**src/rtl/gb_wr_sched.sv**
```systemverilog
// GB write scheduler: Wei-priority/round-robin arbiter, Gray-coded write handshake FSM, burst counter.
// Optional bank_rdy watchdog selected by GB_WR_SCHED_TIMEOUT_EN.
module gb_wr_sched #(
    parameter int unsigned ID_W   = 6,
    parameter int unsigned LEN_W  = 4,
    parameter int unsigned TO_CYC = 255
) (
    input  logic              clk,
    input  logic              rst,
    input  logic [3:0]        req,
    input  logic [4*ID_W-1:0] req_id,
    input  logic [4*LEN_W-1:0] req_len,
    input  logic [3:0]        dat_vld,
    input  logic              bank_rdy,
    output logic [1:0]        State_Wr,
    output logic [ID_W-1:0]   Wr_ID,
    output logic              Wr_Req,
    output logic [3:0]        gnt,
    output logic              wr_en,
    output logic [3:0]        done,
    output logic              err
);

    typedef enum logic [1:0] {
        StIdle         = 2'b00,
        StReqReady     = 2'b01,
        StReadyToWrite = 2'b11,
        StWrite        = 2'b10
    } state_e;

    state_e             state_q;
    logic [1:0]         idx_q;
    logic [1:0]         rr_ptr_q;
    logic [LEN_W-1:0]   len_q;
    logic [LEN_W-1:0]   cnt_q;

    logic [1:0]         win;
    logic [1:0]         c1, c2, c3;
    logic [ID_W-1:0]    win_id;
    logic [LEN_W-1:0]   win_len;

`ifdef GB_WR_SCHED_TIMEOUT_EN
    localparam int unsigned ToW = (TO_CYC > 1) ? $clog2(TO_CYC) : 1;
    localparam logic [ToW-1:0] ToLast = ToW'(TO_CYC - 1);
    logic [ToW-1:0] to_q;
`endif

    function automatic logic [1:0] rr_next(input logic [1:0] p);
        return (p == 2'd3) ? 2'd1 : p + 2'd1;
    endfunction

    // Round-robin over 1..3 starting after the last non-Wei winner
    always_comb begin
        c1 = rr_next(rr_ptr_q);
        c2 = rr_next(c1);
        c3 = rr_next(c2);
        win = 2'd0;
        if (req[0])       win = 2'd0;
        else if (req[c1]) win = c1;
        else if (req[c2]) win = c2;
        else if (req[c3]) win = c3;
        win_id  = req_id[win*ID_W +: ID_W];
        win_len = req_len[win*LEN_W +: LEN_W];
        if (win_len == '0) win_len = LEN_W'(1);
    end

    assign State_Wr = state_q;
    assign wr_en    = (state_q == StWrite) && dat_vld[idx_q];

    always_ff @(posedge clk) begin
        if (rst) begin
            state_q  <= StIdle;
            Wr_ID    <= '0;
            Wr_Req   <= 1'b0;
            gnt      <= 4'b0;
            done     <= 4'b0;
            err      <= 1'b0;
            idx_q    <= 2'd0;
            rr_ptr_q <= 2'd3;
            len_q    <= '0;
            cnt_q    <= '0;
`ifdef GB_WR_SCHED_TIMEOUT_EN
            to_q     <= '0;
`endif
        end else begin
            done <= 4'b0;
            err  <= 1'b0;
            case (state_q)
                StIdle: begin
                    if (req != 4'b0) begin
                        idx_q  <= win;
                        Wr_ID  <= win_id;
                        len_q  <= win_len;
                        Wr_Req <= 1'b1;
                        if (win != 2'd0) rr_ptr_q <= win;
`ifdef GB_WR_SCHED_TIMEOUT_EN
                        to_q   <= '0;
`endif
                        state_q <= StReqReady;
                    end
                end
                StReqReady: begin
                    if (bank_rdy) begin
                        Wr_Req  <= 1'b0;
                        gnt     <= 4'b0001 << idx_q;
                        state_q <= StReadyToWrite;
                    end
`ifdef GB_WR_SCHED_TIMEOUT_EN
                    else if (to_q == ToLast) begin
                        err     <= 1'b1;
                        Wr_Req  <= 1'b0;
                        state_q <= StIdle;
                    end else begin
                        to_q <= to_q + ToW'(1);
                    end
`endif
                end
                StReadyToWrite: begin
                    cnt_q   <= '0;
                    state_q <= StWrite;
                end
                StWrite: begin
                    if (wr_en) begin
                        if (cnt_q == len_q - LEN_W'(1)) begin
                            done    <= 4'b0001 << idx_q;
                            gnt     <= 4'b0;
                            state_q <= StIdle;
                        end else begin
                            cnt_q <= cnt_q + LEN_W'(1);
                        end
                    end
                end
                default: state_q <= StIdle;
            endcase
        end
    end

endmodule
```
**config.mk**
```make
export PLATFORM = sky130hd
export DESIGN_NAME = gb_wr_sched
export DESIGN_NICKNAME = d
export VERILOG_FILES = /design/src/rtl/gb_wr_sched.sv
export SDC_FILE = /design/constraint.sdc
export NUM_CORES = 1
export LEC_CHECK = 0
export CAP_MARGIN = 20
export CORE_MARGIN = 4
export CORE_UTILIZATION = 38
export CTS_CLUSTER_DIAMETER = 100
export DETAILED_ROUTE_END_ITERATION = 16
export HOLD_SLACK_MARGIN = 0.02
export PLACE_DENSITY = 0.77
export SETUP_SLACK_MARGIN = 0.5
export SLEW_MARGIN = 20
export SYNTH_ARGS = -nofsm -noshare
export SYNTH_HDL_FRONTEND = slang
export SYNTH_SLANG_ARGS = --single-unit
```
**constraint.sdc**
```tcl
create_clock -name clk -period 2.4 [get_ports clk]
set_input_delay 0.48 -clock clk [delete_from_list [all_inputs] [get_ports clk]]
set_output_delay 0.48 -clock clk [all_outputs]
set_load 0.02 [all_outputs]
```
== After elaboration in Yosys (flattened, before gate mapping) ==
Index checks and enable logic that the tools add are counted.
Storage, ports and cells
  bits in registers: 29
  input port bits: 51
  output and inout bits: 19
  word-level logic and storage cells: 83
Operators by class
  add/sub/neg operators: 5
  $mul: 1
  magnitude comparators: 4
  equal/unequal tests: 12
  shift operators: 3
  multiplexer cells: 31
  bitwise gates (word level): 3
  reductions and logical operators: 15
Operators by type and width (count)
  $mux 4: 6
  $shiftx 24x6->6: 1
  $mux 2: 11
  $pmux 4 s2: 2
  $shiftx 16x5->4: 1
  $lt 2x3->1 const B: 4
  $eq 2x2->1 const B: 5
  $reduce_and 3->1: 3
  $bmux 1 s2: 4
  $ne 2x2->1 const B: 4
  $pmux 2 s4: 1
  $reduce_and 4->1: 2
  $reduce_bool 2->1: 4
  $add 2x1->2 const B: 3
  $mux 1: 6
  $add 4x1->4 const B: 1
  $eq 4x4->1: 1
  $logic_not 4->1: 1
  $mul 2x2->4 const B: 1
  $reduce_bool 4->1: 1
  $reduce_or 4->1: 1
  $shl 1x2->4 const A: 1
  $sub 4x1->4 const B: 1
  $not 1->1: 3
  6 further kinds: 6

== Longest topological paths before layout ==
Gate-level depths: netlist of the first run.
  depth in word-level cells: 15
  gate-level depth with buffers: 9
  depth with buffers taken out: 8

== Worst setup path before layout of the first run ==
OpenSTA, ideal clock, no wires.
  path type: register -> register
  start point: reg rr_ptr_q[0]
  end point: reg len_q[0]
  data arrival time: 2.419 ns
  data required time: 2.326 ns
  path slack: -0.093 ns
  cell stages (with the launch flop): 10
  path through: dfxtp_1 -> inv_1 -> ha_1 -> o21ai_0 -> o211ai_1 -> a311o_1 -> buf_6 -> mux4_2 -> or4_1 -> a31oi_1
Between the ends
  word-level cells in the longest chain between the ends: 15
Ends and longest elaborated chain
  start: declaration: RTL line 33  | logic [1:0] rr_ptr_q;
  start signal: assignment: RTL line 95  | if (win != 2'd0) rr_ptr_q <= win;
  $add 2x1->2 / $eq 2x2->1 (equally long branches): RTL line 49  | return (p == 2'd3) ? 2'd1 : p + 2'd1;
  $mux 2 *: RTL line 49
  $add 2x1->2 / $eq 2x2->1 (equally long branches): RTL line 49
  $mux 2: RTL line 49
  $add 2x1->2 / $eq 2x2->1 (equally long branches): RTL line 49
  $mux 2: RTL line 49
  $bmux 1 s2: RTL line 61  | else if (req[c3]) win = c3;
  $mux 1 (not written as such): RTL line 61
  $mux 2: RTL line 61
  $mux 2: RTL line 60  | else if (req[c2]) win = c2;
  $mux 2 *: RTL line 59  | else if (req[c1]) win = c1;
  $mux 2 *: RTL line 58  | if (req[0]) win = 2'd0;
  $shiftx 16x5->4 *: RTL line 63  | win_len = req_len[win*LEN_W +: LEN_W];
  $logic_not 4->1: RTL line 64  | if (win_len == '0) win_len = LEN_W'(1);
  $mux 4 *: RTL line 64
  end signal: assignment: RTL line 93  | len_q <= win_len;
  end: declaration: RTL line 34  | logic [LEN_W-1:0] len_q;
Mark *: on every way between the ends. The rest lies on a longest branch, timed or not. The select of a mux whose other input is x is not followed.
A chain may end at the register's enable or synchronous reset.

== Worst setup path after layout of the first run ==
  start point: reg rr_ptr_q[1]
  end point: reg len_q[0]
Same word-level chain as after synthesis.

==> impl_metrics.json, run 1 <==
{
  "path_class": "reg2reg",
  "numPortBuffers": 68,
  "fill_cells": 337,
  "synth_most_common_cell": "dfxtp_1",
  "cts-buffers-inserted": 5,
  "clockBufferDepth": 2,
  "cts_tree": "built",
  "status": "finished, violations left",
  "antenna_cells": 0,
  "grt_pass1_vias": 1592,
  "cp-start-kind": "register",
  "finalCritPeriodShare": 1.01,
  "dp_hpwl_um": 3240,
  "power_density_nw_per_um2": 605,
  "floorplan.initialDensity": 0.393,
  "ys_dominant_reg_cell": "dfxtp_1",
  "ir_drop_uv": 238,
  "synthesis.nets": 226,
  "final_nets": 315,
  "ys_top_cells_by_count": "29 x dfxtp_1, 28 x nand2_1, 18 x a21oi_1",
  "startpoint": "rr_ptr_q[1]$_SDFFE_PP1P_",
  "grt_pass1_wl_um": 6890,
  "drive_gt1_frac": 0.245,
  "synthArstFlopShare": 0,
  "hold_viol": 0,
  "max_freq_mhz": 413,
  "synthTopCellsByArea": "dfxtp_1 37%, mux4_2 10%, mux4_1 6.6%",
  "syn_area_um2": 1580,
  "antenna_found_initial": 0,
  "clock-root-buffer": "clkbuf_8",
  "yosysSeqAreaShare": 0.367,
  "finalClockSkew_ps": 7.80,
  "timing.final.ws_setup_ps": -20.1,
  "timing.rr.end": "len_q[0]$_SDFFE_PP0P_",
  "violations": "setup timing",
  "syn_avg_cell_area_um2": 9.26,
  "wl_per_cell_um": 13.7,
  "yosysWarningCount": 0,
  "arrival_ps": 2640,
  "cts.htree.levels": 2,
  "synth.distinct_cells": 38,
  "crit_end": "len_q[0]$_SDFFE_PP0P_",
  "rsz0062_at_grt": "yes",
  "r2r_cells": 8,
  "ioPinCount": 70,
  "clock_sinks": 29,
  "design_area_um2": 2690,
  "die_w_um": 72.5,
  "setup_viol": 1,
  "grt_use_total": 0.172,
  "drtIter0Drc": 87,
  "ant_nets": 0,
  "synth_cells": 171,
  "worstSetupEndpointType": "register",
  "cp.required_ps": 2620,
  "yosys.area.top_type": "dfxtp_1",
  "synth_top_area_share": 0.367,
  "period_minus_slack_ps": 2420,
  "routed_via_density": 5.19,
  "cap_violations": 0,
  "gpl.final_weighted_congestion": 0.760,
  "p_leak_nw": 1.05,
  "drtPass1Iterations": 4,
  "synth_edf_count": 0,
  "die_area_um2": 5260,
  "grt_remaining_overflow": 0,
  "clk_pin_slew_ps": 70,
  "hold_ws_ps": 455,
  "maxSlewViolCount": 0,
  "hold_class": "reg2reg",
  "num_vias": 1614,
  "postSynthRegisterBits": 29,
  "routed_wl_um": 4270,
  "r2r_setup_slack_ps": -20,
  "core_um2": 4030,
  "post_dp_cell_area_um2": 2440,
  "worstReg2RegStart": "rr_ptr_q[1]$_SDFFE_PP1P_",
  "row_count": 23,
  "drc_errors": 0,
  "worstPathMaxFanout": 7,
  "insertion_delay_ps": 290,
  "grt_start_max_net_pins": 22,
  "area_growth_pct": 69.9,
  "fp.dieH_um": 72.5
}
[metal layers]
| metal | wire [um] | part of all wire | GRT usage |
|---|---|---|---|
| met3 | 412 | 0.097 | 0.0693 |
| met1 | 1600 | 0.37 | 0.173 |
| met5 | 0 | 0 | 0 |
| met4 | 79 | 0.019 | 0.0799 |
| met2 | 2170 | 0.51 | 0.307 |
[area by class of cell]
class	instances	area, um2	area share
multi-input cells	124	1010	0.376
clock inverters	2	37.5	0.0140
clock buffers	6	82.6	0.0307
flip-flops and latches	29	591	0.220
well taps	50	62.6	0.0233
inverters	8	30.0	0.0112
repair buffers	92	875	0.325
[sequential cells by signal (all words and copies together) (netlist names), 2 cells and up]
name	cells
State_Wr	2
Wr_ID	6
idx_q	2
rr_ptr_q	2
done	4
cnt_q	4
len_q	4
gnt	4
[what timing repair did]
item	in CTS	in global routing
hold endpoints to repair	0	0
gates resized for setup	29	17
endpoints found under the setup margin	21	24
pin swaps	10	8
hold buffers	0	0
buffers inserted	3	1
cloned	0	0
[critical path, cell delays in order, from the launching register on]
cell	delay, ps
dfxtp_4	380
inv_1	80
ha_4	190
nor2b_2	110
o21ai_1	70
a311o_2	450
mux4_2	450
or4_1	510
a31oi_1	130
[logic make-up after synthesis]
logic type      after synthesis  synth area share
buf+inv                      18            0.0498
mux                          11             0.166
compound gates               38             0.145
fa+ha+maj                     4            0.0316
xor+xnor                      7            0.0482
flops                        29             0.367
simple gates                 63             0.190
other cells                   1           0.00237
[per-stage QoR]
| stage | instances | setup TNS, ps | power, mW | worst slack (ps) | utilization |
|---|---|---|---|---|---|
| 2_1_floorplan | 171 | 0 | 0.830 | 38.7 | - |
| 3_3_place_gp | 299 | -1320 | 1.02 | -375 | 0.607 |
| 3_5_place_dp | 299 | -1650 | 1.04 | -406 | 0.607 |
| 4_1_cts | 310 | -21.3 | 1.60 | -21.3 | 0.651 |
| 5_1_grt | 311 | -145 | 1.70 | -111 | 0.667 |
| 6_report | 311 | -20.1 | 1.63 | -20.1 | 0.667 |
[cells in the final DEF (no fill, tap or decap), types with 2 or more instances in the layout]
master / Yosys / layout
a211oi_1: 2 / 2
a21oi_1: 18 / 13
a21oi_2: 0 / 5
a31oi_1: 2 / 2
a32oi_1: 4 / 4
and2_1: 3 / 2
buf_4: 1 / 20
buf_6: 1 / 5
clkbuf_8: 0 / 6
clkdlybuf4s15_1: 0 / 4
clkdlybuf4s50_1: 0 / 58
dfxtp_1: 29 / 25
dfxtp_2: 0 / 2
dfxtp_4: 0 / 2
dlygate4sd2_1: 0 / 4
ha_1: 4 / 2
ha_4: 0 / 2
inv_1: 8 / 7
mux4_1: 4 / 3
mux4_2: 7 / 8
nand2_1: 28 / 27
nand2b_1: 4 / 3
nand3_1: 2 / 2
nor2_1: 8 / 7
nor3_1: 8 / 6
o211ai_1: 3 / 3
o21ai_0: 5 / 3
o21ai_2: 0 / 2
or3_1: 2 / 2
xnor2_1: 5 / 4
[report_power, final]
| group | internal (mW) | leakage, nW | switching (mW) |
|---|---|---|---|
| combinational | 0.307 | 0.757 | 0.226 |
| clock | 0.337 | 0.0574 | 0.204 |
| sequential | 0.519 | 0.238 | 0.0329 |
| total | 1.16 | 1.05 | 0.463 |
[how the worst min path moves through the flow]
stage                                     start                    end  slack, ps  cells past startpoint
after floorplan           len_q[3]$_SDFFE_PP0P_  len_q[3]$_SDFFE_PP0P_        450                      2
after global placement    Wr_ID[0]$_SDFFE_PP0P_  Wr_ID[0]$_SDFFE_PP0P_        440                      2
after detailed placement  Wr_ID[0]$_SDFFE_PP0P_  Wr_ID[0]$_SDFFE_PP0P_        450                      2
after CTS                 Wr_ID[0]$_SDFFE_PP0P_  Wr_ID[0]$_SDFFE_PP0P_        460                      2
after global routing      Wr_ID[0]$_SDFFE_PP0P_  Wr_ID[0]$_SDFFE_PP0P_        480                      2
final                     Wr_ID[0]$_SDFFE_PP0P_  Wr_ID[0]$_SDFFE_PP0P_        460                      2
(Power assumes the default switching activity.)
==> inputs of run 2 (changes only) <==
- CORE_MARGIN: 4 -> 1.5
==> run 2 against run 1 <==
The flow still finishes with violations (setup timing). Wire length rose by 1.6%. Critical path type unchanged. Hold slack improved by 2.5 ps. Combinational power rose by 5.4%.
==> impl_metrics.json, run 2 (synthesis results as in run 1) <==
{
  "worstPathMaxFanout": 7,
  "maxSlewViolCount": 0,
  "cts.htree.levels": 2,
  "numPortBuffers": 68,
  "insertion_delay_ps": 290,
  "status": "finished, violations left",
  "cts-buffers-inserted": 5,
  "cap_violations": 0,
  "regMostFlops": "Wr_ID",
  "routed_wl_um": 4340,
  "setup_tns_ps": -57.3,
  "p_leak_nw": 1.05,
  "ant_nets": 0,
  "crit_buf_inv": 2,
  "cpPeakStageDelay_ps": 510,
  "grt_use_total": 0.198,
  "cts_hold_buf": 0,
  "largest_reg_flops": 6,
  "violations": "setup timing",
  "hold_class": "reg2reg",
  "wl_per_cell_um": 13.8,
  "grt_remaining_overflow": 0,
  "floorplan.initialDensity": 0.396,
  "clockBufferDepth": 2,
  "dp_hpwl_um": 3250,
  "grt_pass1_vias": 1578,
  "setup_viol": 1,
  "power_density_nw_per_um2": 604,
  "finalPower_mw": 1.65,
  "clock_sinks": 29,
  "worstSetupEndpointType": "register",
  "drtIter0Drc": 75,
  "crit_chain": "inv_2 > ha_4 > o21ai_1 > o211ai_1 > a311o_1 > buf_6 > mux4_2 > or4_1 > a31oi_1",
  "drc_errors": 0,
  "drive_gt1_frac": 0.278,
  "ioPinCount": 70,
  "grt_start_max_net_pins": 21,
  "num_vias": 1626,
  "final_common_cell": "clkdlybuf4s50_1",
  "clk_pin_slew_ps": 70,
  "die_area_um2": 4560,
  "ir_drop_uv": 257,
  "antenna_found_initial": 0,
  "cts_tree": "built",
  "pwr-share-comb": 0.341,
  "row_count": 23,
  "max_freq_mhz": 407,
  "drtPass1Iterations": 4,
  "area_growth_pct": 72.2,
  "finalClockSkew_ps": 5.04,
  "clock-root-buffer": "clkbuf_8",
  "crit_slowest_cell": "or4_1",
  "cp-start-kind": "register",
  "p_int_mw": 1.18,
  "place_worst_setup_slack_ps": -457,
  "final_nets": 317,
  "hold_viol": 0,
  "p_sw_frac": 0.285,
  "arrival_ps": 2680,
  "antenna_cells": 0,
  "gpl.final_weighted_congestion": 0.772,
  "core_um2": 4000,
  "cp.required_ps": 2620,
  "period_minus_slack_ps": 2460,
  "routed_via_density": 5.19,
  "layout_common_cells": "58 x clkdlybuf4s50_1, 26 x dfxtp_1, 23 x nand2_1",
  "die_w_um": 67.5,
  "critPathTopFamily": "compound AO/OA/AOI/OAI gates",
  "grt_pass1_wl_um": 6700,
  "switchingPower_mw": 0.470,
  "path_class": "reg2reg",
  "seqPwrFrac": 0.336,
  "rsz0062_at_grt": "yes",
  "clockPowerShare": 0.323,
  "finalCritPeriodShare": 1.02,
  "fp.dieH_um": 67.5,
  "timing.final.ws_setup_ps": -57.3
}
[run 2: path summary, 6_finish.rpt]
path                       startpoint               endpoint  slack [ps]  cells after the start
max reg2reg  rr_ptr_q[0]$_SDFFE_PP1P_  len_q[0]$_SDFFE_PP0P_         -60                      9
min             Wr_ID[1]$_SDFFE_PP0P_  Wr_ID[1]$_SDFFE_PP0P_         460                      2
max          rr_ptr_q[0]$_SDFFE_PP1P_  len_q[0]$_SDFFE_PP0P_         -60                      9
min reg2reg     Wr_ID[1]$_SDFFE_PP0P_  Wr_ID[1]$_SDFFE_PP0P_         460                      2
[run 2: power groups by stage]
stage | Clock (mW) | Combinational [mW] | Sequential [mW]
4_1_cts | 0.543 | 0.503 | 0.552
6_report | 0.531 | 0.562 | 0.554
5_1_grt | 0.563 | 0.602 | 0.558
3_3_place_gp | 0 | 0.459 | 0.560
3_5_place_dp | 0 | 0.473 | 0.561
2_1_floorplan | 0 | 0.253 | 0.578
[run 2: cell type report]
class,count,area [um2]
Clock buffer,6,82.6
Clock inverter,2,37.5
Fill cell,321,1270
Inverter,8,32.5
Multi-Input combinational cell,124,1020
Sequential cell,29,589
Tap cell,50,62.6
Timing Repair Buffer,94,901
[run 2: worst reg2reg max path, cell delays in order (launching register included)]
cell and delay (ps):
dfxtp_4 370, inv_2 50, ha_4 230, o21ai_1 70, o211ai_1 100, a311o_1 340
buf_6 140, mux4_2 430, or4_1 510, a31oi_1 140
[run 2: repair_timing]
item / in CTS / in global routing
setup endpoints to repair: 20 / 21
gates resized for setup: 34 / 23
pin swaps: 12 / 11
buffers inserted: 1 / 7
[run 2: layer usage]
| metal | share of wire | GRT usage | vias up |
|---|---|---|---|
| met4 | 0.018 | 0.0842 | 0 |
| met5 | 0 | 0 | - |
| met2 | 0.48 | 0.332 | 80 |
| li1 | - | - | 797 |
| met1 | 0.42 | 0.234 | 740 |
| met3 | 0.072 | 0.0600 | 9 |
[run 2: per-stage QoR]
stage | util | cells | area [um2] | hold slack (ps)
global route | 0.681 | 313 | 2730 | 474
global placement | 0.607 | 297 | 2430 | 444
detailed placement | 0.607 | 297 | 2430 | 452
finish | 0.681 | 313 | 2730 | 457
CTS | 0.652 | 306 | 2610 | 457
floorplan | - | 171 | 1600 | 448
